## config.mk

```make
export PLATFORM = sky130hd
export DESIGN_NAME = wb_net_sequencer
export DESIGN_NICKNAME = d
export VERILOG_FILES = /design/src/rtl/wb_net_sequencer_pkg.sv /design/src/rtl/wb_net_sequencer.sv
export SDC_FILE = /design/constraint.sdc
export NUM_CORES = 1
export LEC_CHECK = 0
export CAP_MARGIN = 25
export CELL_PAD_IN_SITES_DETAIL_PLACEMENT = 2
export CELL_PAD_IN_SITES_GLOBAL_PLACEMENT = 2
export CORE_ASPECT_RATIO = 1.5
export CORE_MARGIN = 2
export CORE_UTILIZATION = 27
export DETAILED_ROUTE_END_ITERATION = 6
export PLACE_DENSITY = 0.75
export SLEW_MARGIN = 5
export SYNTH_ARGS = -nofsm -noshare
export SYNTH_HDL_FRONTEND = slang
export SYNTH_SLANG_ARGS = --single-unit
```

## constraint.sdc

```tcl
create_clock -name CLK -period 3.3 [get_ports CLK]
set_clock_uncertainty 0.15 [all_clocks]
set_input_delay 0.825 -clock CLK [delete_from_list [all_inputs] [get_ports CLK]]
set_output_delay 0.825 -clock CLK [all_outputs]
set_load 0.02 [all_outputs]
```

## src/rtl/wb_net_sequencer_pkg.sv

```systemverilog
// Shared definitions for the network bring-up sequencer: command encodings,
// fault codes, FSM states and the network CSR offsets used by command scripts.
package wb_net_sequencer_pkg;

    typedef enum logic [1:0] {
        CMD_WRITE = 2'b00,
        CMD_POLL  = 2'b01,
        CMD_READ  = 2'b10,
        CMD_END   = 2'b11
    } cmd_e;

    typedef enum logic [2:0] {
        ST_IDLE     = 3'd0,
        ST_FETCH    = 3'd1,
        ST_DECODE   = 3'd2,
        ST_REQ      = 3'd3,
        ST_WAIT_ACK = 3'd4,
        ST_FAULT    = 3'd5
    } state_e;

    localparam logic [1:0] FC_NONE        = 2'd0;
    localparam logic [1:0] FC_WB_ERR      = 2'd1;
    localparam logic [1:0] FC_ACK_TIMEOUT = 2'd2;
    localparam logic [1:0] FC_POLL_LIMIT  = 2'd3;

    localparam logic [21:0] OFF_CORE_CTRL         = 22'h000000;
    localparam logic [21:0] OFF_CORE_STATUS       = 22'h000004;
    localparam logic [21:0] OFF_OUTPUT_SOLUTION_0 = 22'h000010;
    localparam logic [21:0] OFF_OUTPUT_SOLUTION_1 = 22'h000011;
    localparam logic [21:0] OFF_OUTPUT_SOLUTION_2 = 22'h000012;

    // Command word: [31:30] CMD, [29:8] offset from BASE_ADDR, [7:0] data or poll mask.
    function automatic logic [31:0] mk_cmd(input cmd_e c, input logic [21:0] off,
                                           input logic [7:0] d);
        return {c, off, d};
    endfunction

endpackage

```

## src/rtl/wb_net_sequencer.sv

```systemverilog
// Autonomous Wishbone master replaying a write/poll/read script from a command ROM
// into the network top's slave port; captures up to three result bytes.
module wb_net_sequencer
    import wb_net_sequencer_pkg::*;
#(
    parameter logic [31:0] BASE_ADDR   = 32'h3000_0000,
    parameter int          ROM_AW      = 8,
    parameter int          ACK_TIMEOUT = 255,
    parameter int          POLL_LIMIT  = 65535
) (
    input  logic              CLK,
    input  logic              rstn,
    input  logic              START,
    output logic              BUSY,
    output logic              DONE,
    output logic              FAULT,
    output logic [1:0]        FAULT_CODE,
    output logic [ROM_AW-1:0] ROM_ADDR,
    input  logic [31:0]       ROM_DATA,
    output logic              CYC,
    output logic              STB,
    output logic              WE,
    output logic [31:0]       ADDR,
    output logic [7:0]        WDATA,
    output logic              SEL,
    input  logic              STALL,
    input  logic              ACK,
    input  logic [7:0]        RDATA,
    input  logic              ERR,
    output logic [23:0]       RESULT,
    output logic              RESULT_VALID,
    output state_e            DBG_STATE
);

    localparam int                TW          = $clog2(ACK_TIMEOUT + 1);
    localparam logic [TW-1:0]     TIMEOUT_VAL = TW'(ACK_TIMEOUT);
    localparam logic [15:0]       POLL_MAX    = 16'(POLL_LIMIT);
    localparam logic [ROM_AW-1:0] ROM_LAST    = {ROM_AW{1'b1}};

    state_e              r_state;
    state_e              w_next;
    cmd_e                r_cmd;
    cmd_e                w_rom_cmd;
    logic [ROM_AW-1:0]   r_rom_addr;
    logic [31:0]         r_addr;
    logic [7:0]          r_data;
    logic                r_we;
    logic [1:0]          r_slot;
    logic [23:0]         r_result;
    logic                r_result_valid;
    logic                r_fault;
    logic [1:0]          r_fault_code;
    logic                r_done;
    logic [TW-1:0]       r_timer;
    logic [15:0]         r_poll_cnt;
    logic                r_gap;
    logic                w_accept;
    logic                w_resp;
    logic                w_advance;
    logic                w_retry;
    logic                w_fault;
    logic [1:0]          w_fault_code;

    assign w_rom_cmd = cmd_e'(ROM_DATA[31:30]);

    always_ff @(posedge CLK) begin
        if (!rstn) r_state <= ST_IDLE;
        else       r_state <= w_next;
    end

    // Handshake: a request is accepted on a cycle with CYC&STB&!STALL; ACK or ERR
    // may come in that same cycle or any later one, and only one request is in flight.
    always_comb begin
        w_next       = r_state;
        w_accept     = 1'b0;
        w_resp       = 1'b0;
        w_advance    = 1'b0;
        w_retry      = 1'b0;
        w_fault      = 1'b0;
        w_fault_code = FC_NONE;
        case (r_state)
            ST_IDLE:   if (START) w_next = ST_FETCH;
            ST_FETCH:  w_next = ST_DECODE;
            ST_DECODE: w_next = (w_rom_cmd == CMD_END) ? ST_IDLE : ST_REQ;
            ST_REQ: begin
                if (!r_gap && !STALL) begin
                    w_accept = 1'b1;
                    w_resp   = ACK | ERR;
                    if (!(ACK | ERR)) w_next = ST_WAIT_ACK;
                end
            end
            ST_WAIT_ACK: begin
                if (ACK | ERR) begin
                    w_resp = 1'b1;
                end else if (r_timer == TIMEOUT_VAL) begin
                    w_fault      = 1'b1;
                    w_fault_code = FC_ACK_TIMEOUT;
                end
            end
            ST_FAULT:  w_next = ST_IDLE;
            default:   w_next = ST_IDLE;
        endcase
        if (w_resp) begin
            if (ERR) begin
                w_fault      = 1'b1;
                w_fault_code = FC_WB_ERR;
            end else if (r_cmd == CMD_POLL) begin
                if (((RDATA & r_data) != 8'h00) || (r_data == 8'h00)) w_advance = 1'b1;
                else if (r_poll_cnt + 16'd1 == POLL_MAX) begin
                    w_fault      = 1'b1;
                    w_fault_code = FC_POLL_LIMIT;
                end else w_retry = 1'b1;
            end else begin
                w_advance = 1'b1;
            end
        end
        if (w_advance) begin
            if (r_rom_addr == ROM_LAST) begin
                w_fault      = 1'b1;
                w_fault_code = FC_POLL_LIMIT;
            end else w_next = ST_FETCH;
        end
        if (w_retry) w_next = ST_REQ;
        if (w_fault) w_next = ST_FAULT;
    end

    // A poll re-issue spends one REQ cycle with r_gap set so CYC drops between cycles.
    always_comb begin
        BUSY      = 1'b0;
        CYC       = 1'b0;
        STB       = 1'b0;
        DBG_STATE = r_state;
        case (r_state)
            ST_FETCH, ST_DECODE: BUSY = 1'b1;
            ST_REQ: begin
                BUSY = 1'b1;
                CYC  = !r_gap;
                STB  = !r_gap;
            end
            ST_WAIT_ACK: begin
                BUSY = 1'b1;
                CYC  = 1'b1;
            end
            default: ;
        endcase
        SEL = STB;
    end

    always_ff @(posedge CLK) begin
        if (!rstn) begin
            r_cmd          <= CMD_WRITE;
            r_rom_addr     <= '0;
            r_addr         <= '0;
            r_data         <= '0;
            r_we           <= 1'b0;
            r_slot         <= '0;
            r_result       <= '0;
            r_result_valid <= 1'b0;
            r_fault        <= 1'b0;
            r_fault_code   <= FC_NONE;
            r_done         <= 1'b0;
            r_timer        <= '0;
            r_poll_cnt     <= '0;
            r_gap          <= 1'b0;
        end else begin
            r_done <= 1'b0;
            if (r_state == ST_IDLE && START) begin
                r_rom_addr     <= '0;
                r_slot         <= '0;
                r_fault        <= 1'b0;
                r_fault_code   <= FC_NONE;
                r_result_valid <= 1'b0;
            end
            if (r_state == ST_DECODE) begin
                if (w_rom_cmd == CMD_END) begin
                    r_done         <= 1'b1;
                    r_result_valid <= 1'b1;
                end else begin
                    r_cmd      <= w_rom_cmd;
                    r_addr     <= BASE_ADDR + {10'b0, ROM_DATA[29:8]};
                    r_we       <= (w_rom_cmd == CMD_WRITE);
                    r_data     <= ROM_DATA[7:0];
                    r_poll_cnt <= '0;
                    r_gap      <= 1'b0;
                end
            end
            if (r_state == ST_REQ && r_gap) r_gap <= 1'b0;
            if (w_accept) r_timer <= TW'(1);
            if (r_state == ST_WAIT_ACK) r_timer <= r_timer + TW'(1);
            // Slot 2 is sticky: extra READs keep overwriting the last byte.
            if (w_resp && !ERR && r_cmd == CMD_READ) begin
                r_result[{r_slot, 3'b000} +: 8] <= RDATA;
                if (r_slot != 2'd2) r_slot <= r_slot + 2'd1;
            end
            if (w_retry) begin
                r_poll_cnt <= r_poll_cnt + 16'd1;
                r_gap      <= 1'b1;
            end
            if (w_advance && r_rom_addr != ROM_LAST) r_rom_addr <= r_rom_addr + 1'b1;
            if (w_fault) begin
                r_fault        <= 1'b1;
                r_fault_code   <= w_fault_code;
                r_result_valid <= 1'b0;
            end
        end
    end

    assign DONE         = r_done;
    assign FAULT        = r_fault;
    assign FAULT_CODE   = r_fault_code;
    assign ROM_ADDR     = r_rom_addr;
    assign WE           = r_we;
    assign ADDR         = r_addr;
    assign WDATA        = r_data;
    assign RESULT       = r_result;
    assign RESULT_VALID = r_result_valid;

endmodule

```

* Word-level counts from Yosys, hierarchy flattened
Cells that the tools add are included.
** Cells by class
- Shift operators :: 2
- $add $sub $neg :: 6
- Mux-type cells :: 69
- Reductions and logical operators :: 25
- Bitwise operators :: 4
- Equal/unequal tests :: 14
** Operators with widths (number)
- 2-to-1 mux 16 bit :: 3
- 2-to-1 mux 1 bit :: 35
- 2-to-1 mux 2 bit :: 16
- 2-to-1 mux 8 bit :: 4
- adder 30 x 22 -> 31 bit (first input constant) :: 1
- bitwise mux 24 bit :: 1
- variable shift 8 x 7 -> 24 bit (first input constant) :: 1
- variable part select 8 x 7 -> 24 bit :: 1
- 2-to-1 mux 3 bit :: 7
- adder 16 x 1 -> 16 bit (second input constant) :: 1
- adder 8 x 1 -> 8 bit (second input constant) :: 2
- == test 16 bit (second input constant) :: 1
- == test 8 bit (second input constant) :: 2
- case mux 3 bit (5 select lines) :: 1
- AND 8 bit :: 1
- logical NOT 8 bit :: 1
- != test 8 bit (second input constant) :: 1
- AND reduction 2 bit :: 4
- nonzero test 2 bit :: 4
- nonzero test 8 bit :: 1
- negation 5 -> 7 bit :: 1
- == test 3 x 2 -> 1 bit (second input constant) :: 2
- logical AND 1 bit :: 6
- == test 2 bit (second input constant) :: 2
- other kinds (16) :: 21
** Storage, ports and cells
- Bits of input ports :: 46
- Output and inout port bits :: 85
- Logic and storage cells :: 136
- Register bits :: 110

* Depth between registers and ports, before layout
- Word-level depth :: 12
- Gate-level depth with buffers :: 10
- Gate-level depth less buffers :: 8

* Worst setup path before layout
OpenSTA, ideal clock, no wires.
- Path type :: input port to flip-flop
- From :: input port RDATA[4]
- To :: register r_poll_cnt[13]
- Required time :: 3017 ps
- Arrival time :: 2493 ps
- Stages :: 7
- Path buffers :: 1
- Library setup time :: 133 ps
- Path slack :: 524 ps
- Cells stage by stage :: a22o_1 a2111oi_2 nand2_1 or3_1 o21ai_2 buf_6 o221ai_1
** On the way
- Cells in the longest elaborated chain, start to end :: 9
- Elaborated cells between the ends (all ways) :: 11
- Classes of those cells :: 1 x eq/ne; 5 x mux; 1 x bitwise; 4 x reduce/logical
** Ends and longest elaborated chain
- start, declared :: line wb_net_sequencer.sv:28 : input logic [7:0] RDATA,
- AND 8 bit * :: line wb_net_sequencer.sv:108 : if (((RDATA & r_data) != 8'h00) || (r_data == 8'h00)) w_advance = 1'b1;
- nonzero test 8 bit * :: line wb_net_sequencer.sv:108
- logical OR 1 bit * :: line wb_net_sequencer.sv:108
- 2-to-1 mux 1 bit * :: line wb_net_sequencer.sv:108
- 2-to-1 mux 1 bit * :: line wb_net_sequencer.sv:107 : end else if (r_cmd == CMD_POLL) begin
- 2-to-1 mux 1 bit * :: line wb_net_sequencer.sv:104 : if (ERR) begin
- 2-to-1 mux 1 bit * :: line wb_net_sequencer.sv:103 : if (w_resp) begin
- != test 2 bit (no line) or nonzero test 2 bit (tied branches)
- AND reduction 2 bit (no line)
- end signal, assigned :: line wb_net_sequencer.sv:196 : r_poll_cnt <= r_poll_cnt + 16'd1;
- end, declared :: line wb_net_sequencer.sv:55 : logic [15:0] r_poll_cnt;
Mark *: on every way between the ends. The rest lies on a longest branch, timed or not.
A chain may end at the register's enable or synchronous reset.

* Worst setup path in the final report
- From :: register r_state[1] (netlist: DBG_STATE[1])
- To :: output port CYC
** On the way
- Cells in the longest elaborated chain, start to end :: 2
- Elaborated cells between the ends (all ways) :: 3
- Classes of those cells :: 2 x eq/ne; 1 x mux
** Ends and longest elaborated chain
- start, declared :: line wb_net_sequencer.sv:40 : state_e r_state;
- start signal, assigned :: line wb_net_sequencer.sv:68 : else r_state <= w_next;
- == test 3 bit or == test 3 x 2 -> 1 bit (tied branches) :: line wb_net_sequencer.sv:133 : case (r_state)
- case mux 1 bit (2 select lines) * :: line wb_net_sequencer.sv:133
- end, declared :: line wb_net_sequencer.sv:20 : output logic CYC,
Marked as above.

==> run_results.csv <==
group,metric,value,unit
status,status,"complete, no violations",
setup_path,critPathKind,"reg2out",
floorplan,start_util,0.274,
clock_network,cts_tree,"done",
route,wirelength,17.7,mm
route,viasPerCell,5.20,
global_routing,grt_usage,0.191,
cells_and_area,insertedDiodeCount,0,
setup_path,reg2reg_slack,0.41,ns
synth,synth.mux.area_fraction,0,
synth,synthMostInstantiatedCell,"nand2_1",
route,vias,4875,
setup_path,crit_cells,3,
setup_path,ff2ff_path_depth,8,
synth,synth_enable_flop_cells,0,
synth,synth_top_area_share,0.428,
synth,yosysSeqAreaShare,0.428,
synth,ys_top_cells_by_area,"dfxtp_1 43%, nand2_1 8.9%, a21oi_1 8.5%",
setup_path,setup.worst_path.end,"CYC",
clock_network,postCtsSetupRepairBufs,0,
synth,ys_async_sr_fraction,0,
setup_path,worstPathMaxFanout,9,
synth,synth_warnings,0,
power,power.total,2.82,mW
place,port_buffers,122,
sta,relSlewSlack,0.581,
clock_network,cts_resized,0,
floorplan,coreArea,0.0173,mm^2
setup_path,end_kind,"primary output",
clock_network,cts_buffer_depth,2,
min_path,hold_path_class,"reg2reg",
route,ant_nets,0,
synth,synth_simple_gate_area_frac,0.281,
power,clkPwrFrac,0.388,
clock_network,clkSinkCount,101,
route,dr.first_iter.drc_count,135,
clock_network,clockRootBuffer,"clkbuf_16",
sta,period_needed,3.06,ns
synth,synth_adder_area_share,0.0212,
cells_and_area,nFillCells,1997,
setup_path,cp-startpoint,"DBG_STATE[1]$_SDFF_PP0_",
global_routing,antenna_found_initial,0,
global_routing,grt_pass1_wl,28.6,mm
clock_network,cts_buffers,9,
synth,ys.flop_type,"dfxtp_1",
cells_and_area,layoutNonFillerInstCount,937,
setup_path,worstReg2RegEnd,"r_poll_cnt[11]$_SDFFE_PN0P_",
synth,synth_top_family_by_area,"simple AND/OR/NAND/NOR gates",
clock_network,insertion_delay,0.36,ns
power,swShare,0.295,
setup_path,cp_slowest_stage_delay,0.65,ns
setup_path,cp-start-kind,"flop",
setup_path,critical_path_buf_inv_count,1,
floorplan,dieWidth,112,um
power,power_frac_seq,0.456,
route,dr_wl_met3,683,um
sta,rsz0062_at_grt,"no",
power,switchingPower,0.833,mW
synth,postSynthAreaPerCell,7.98,um^2
place,placed_cells,921,
route,avgRoutedWirePerCell,18.9,um
setup_path,crit_arrival,2.09,ns
route,drc,0,
floorplan,die_y,166,um
synth,synthTopCellsByCount,"112 x nand2_1, 101 x dfxtp_1, 80 x a21oi_1, 49 x nand3_1, 35 x nor2_1",
place,dp.final_hpwl,13.4,mm
clock_network,clk_pin_slew,0.08,ns
setup_path,path_cells,"or3b_1 -> o21ai_0 -> clkdlybuf4s50_1",
setup_path,reg2reg_from,"r_poll_cnt[1]$_SDFFE_PN0P_",
global_routing,grt_max_degree,34,
power,internal_power,1.99,mW
power,leakagePower,2.17,nW
route,routed.top_layer,"met4",
route,met1_length,6.90,mm
setup_path,crit_family,"buffers and inverters",
route,drt_first_pass_iters,4,
cells_and_area,nNetsFinal,773,
setup_path,cp_data_required_time,2.32,ns
floorplan,die_area,0.0186,mm^2
sta,worst-slew-pin-transition,0.624,ns
global_routing,overflow,0,
route,route.met2.wl,9.73,mm
floorplan,num_rows,59,
clock_network,h-tree-depth,3,
global_routing,grt_pass1_vias,5408,
sta,slew_violations,0,
cells_and_area,areaGrowthSynthToFinish,38.1,%
floorplan,ios,131,
synth,yosysTopAreaCell,"dfxtp_1",
power,p_per_area,432,mW/mm^2
synth,ys_seq_elements,101,
sta,finalSetupViolCount,0,
synth,synth.distinct_cells,61,
cells_and_area,drive_gt1_frac,0.0856,
job,drv_cap,0,
sta,clock.fmax,327,MHz
synth,syn_area,0.00473,mm^2
power,vdd_drop_max,0.228,mV
setup_path,cp_slowest_cell,"clkdlybuf4s50_1",
clock_network,ctsHoldBuffers,0,
sta,finalCritPeriodShare,0.928,
power,p_comb_frac,0.156,
synth,synth_compound_area_frac,0.201,
sta,final-hold-violation-count,0,
synth,synth_xor_area_frac,0.00926,
synth,synthCells,593,
place,gp_congestion,0.794,
==> power by group through the flow <==
| stage | Combinational (mW) | Sequential [mW] | Clock [mW] |
|---|---|---|---|
| 5_1_grt | 0.477 | 1.29 | 1.18 |
| 4_1_cts | 0.448 | 1.29 | 1.13 |
| 3_5_place_dp | 0.445 | 1.32 | 0 |
| 3_3_place_gp | 0.433 | 1.31 | 0 |
| 2_1_floorplan | 0.187 | 1.35 | 0 |
| 6_report | 0.440 | 1.29 | 1.09 |
==> layout make-up <==
cell class              instances  area, um^2  area share
clock inverters                 7        80.1      0.0123
multi-input cells             448        2450       0.376
flip-flops and latches        101        2020       0.310
clock buffers                   9         225      0.0345
repair buffers                152        1460       0.223
inverters                       7        26.3     0.00402
well taps                     213         267      0.0408
==> worst register-to-register path: cells and delay by family, from the launching register on <==
kind	cells	cell delay, ns
and+or+nand+nor	2	0.81
DFF	1	0.41
AOI/OAI and AO/OA	3	0.73
buffers and inverters	1	0.17
xor gates and xnor gates	1	0.24
adders and majority gates	1	0.28
==> per-layer routing <==
layer  vias up  GRT usage
li1       2340          -
met1      2406      0.207
met2       104      0.366
met3        25     0.0321
met4         0     0.0726
met5         -          0
==> registers in the layout, indices dropped and copies added (netlist names) <==
register / cells
ADDR: 23
DBG_STATE: 3
DONE: 1
FAULT: 1
FAULT_CODE: 2
RESULT: 24
RESULT_VALID: 1
ROM_ADDR: 8
WDATA: 8
WE: 1
r_cmd: 2
r_gap: 1
r_poll_cnt: 16
r_slot: 2
r_timer: 8
==> cells by family (layout without fill, tap and decap cells) <==
kind of cell,Yosys count,after routing
compound gates,153,153
xor+xnor,5,5
fa+ha+maj,8,8
buf+inv,51,175
flops,101,101
other cells,1,8
simple gates,274,274
==> worst min-delay path by stage <==
stage,start,end,slack (ns),cells after the start
final,RESULT[23]$_SDFFE_PN0P_,RESULT[23]$_SDFFE_PN0P_,0.30,2
after global routing,ADDR[10]$_SDFFE_PN0P_,ADDR[10]$_SDFFE_PN0P_,0.34,2
after CTS,RESULT[23]$_SDFFE_PN0P_,RESULT[23]$_SDFFE_PN0P_,0.31,2
after detailed placement,ADDR[10]$_SDFFE_PN0P_,ADDR[10]$_SDFFE_PN0P_,0.30,2
after global placement,RESULT[23]$_SDFFE_PN0P_,RESULT[23]$_SDFFE_PN0P_,0.29,2
after floorplan,r_timer[3]$_SDFFE_PN0P_,r_timer[3]$_SDFFE_PN0P_,0.29,1
==> through the flow <==
| step | util | area [um^2] | worst slack [ns] | hold slack (ns) | setup TNS (ns) |
|---|---|---|---|---|---|
| after floorplan | - | 4760 | 0.524 | 0.294 | 0 |
| after global placement | 0.360 | 6230 | 0.00138 | 0.291 | 0 |
| after detailed placement | 0.360 | 6230 | -0.0947 | 0.301 | -0.483 |
| after CTS | 0.378 | 6530 | 0.205 | 0.311 | 0 |
| after global routing | 0.378 | 6530 | 0.134 | 0.338 | 0 |
| final | 0.378 | 6530 | 0.239 | 0.304 | 0 |
==> layout by cell type, fill, tap and decap left out, types with 5 or more instances in the layout <==
cell type        Yosys  layout
a21oi_1             80      79
and3_1               5       5
buf_4               11      29
clkbuf_16            0       9
clkdlybuf4s50_1      0     122
conb_1               1       8
dfxtp_1            101     101
ha_1                 8       8
inv_1                7       6
nand2_1            112     112
nand2b_1             5       5
nand3_1             49      49
nand3b_1             7       7
nand4_1              5       5
nor2_1              35      35
nor3_1              19      19
nor4_1               5       5
o211ai_1            12      12
o21a_1               6       6
o21ai_0             10      10
o21ai_1              9       9
or3_1                7       7
No activity file was read; power rests on OpenSTA's default activity.
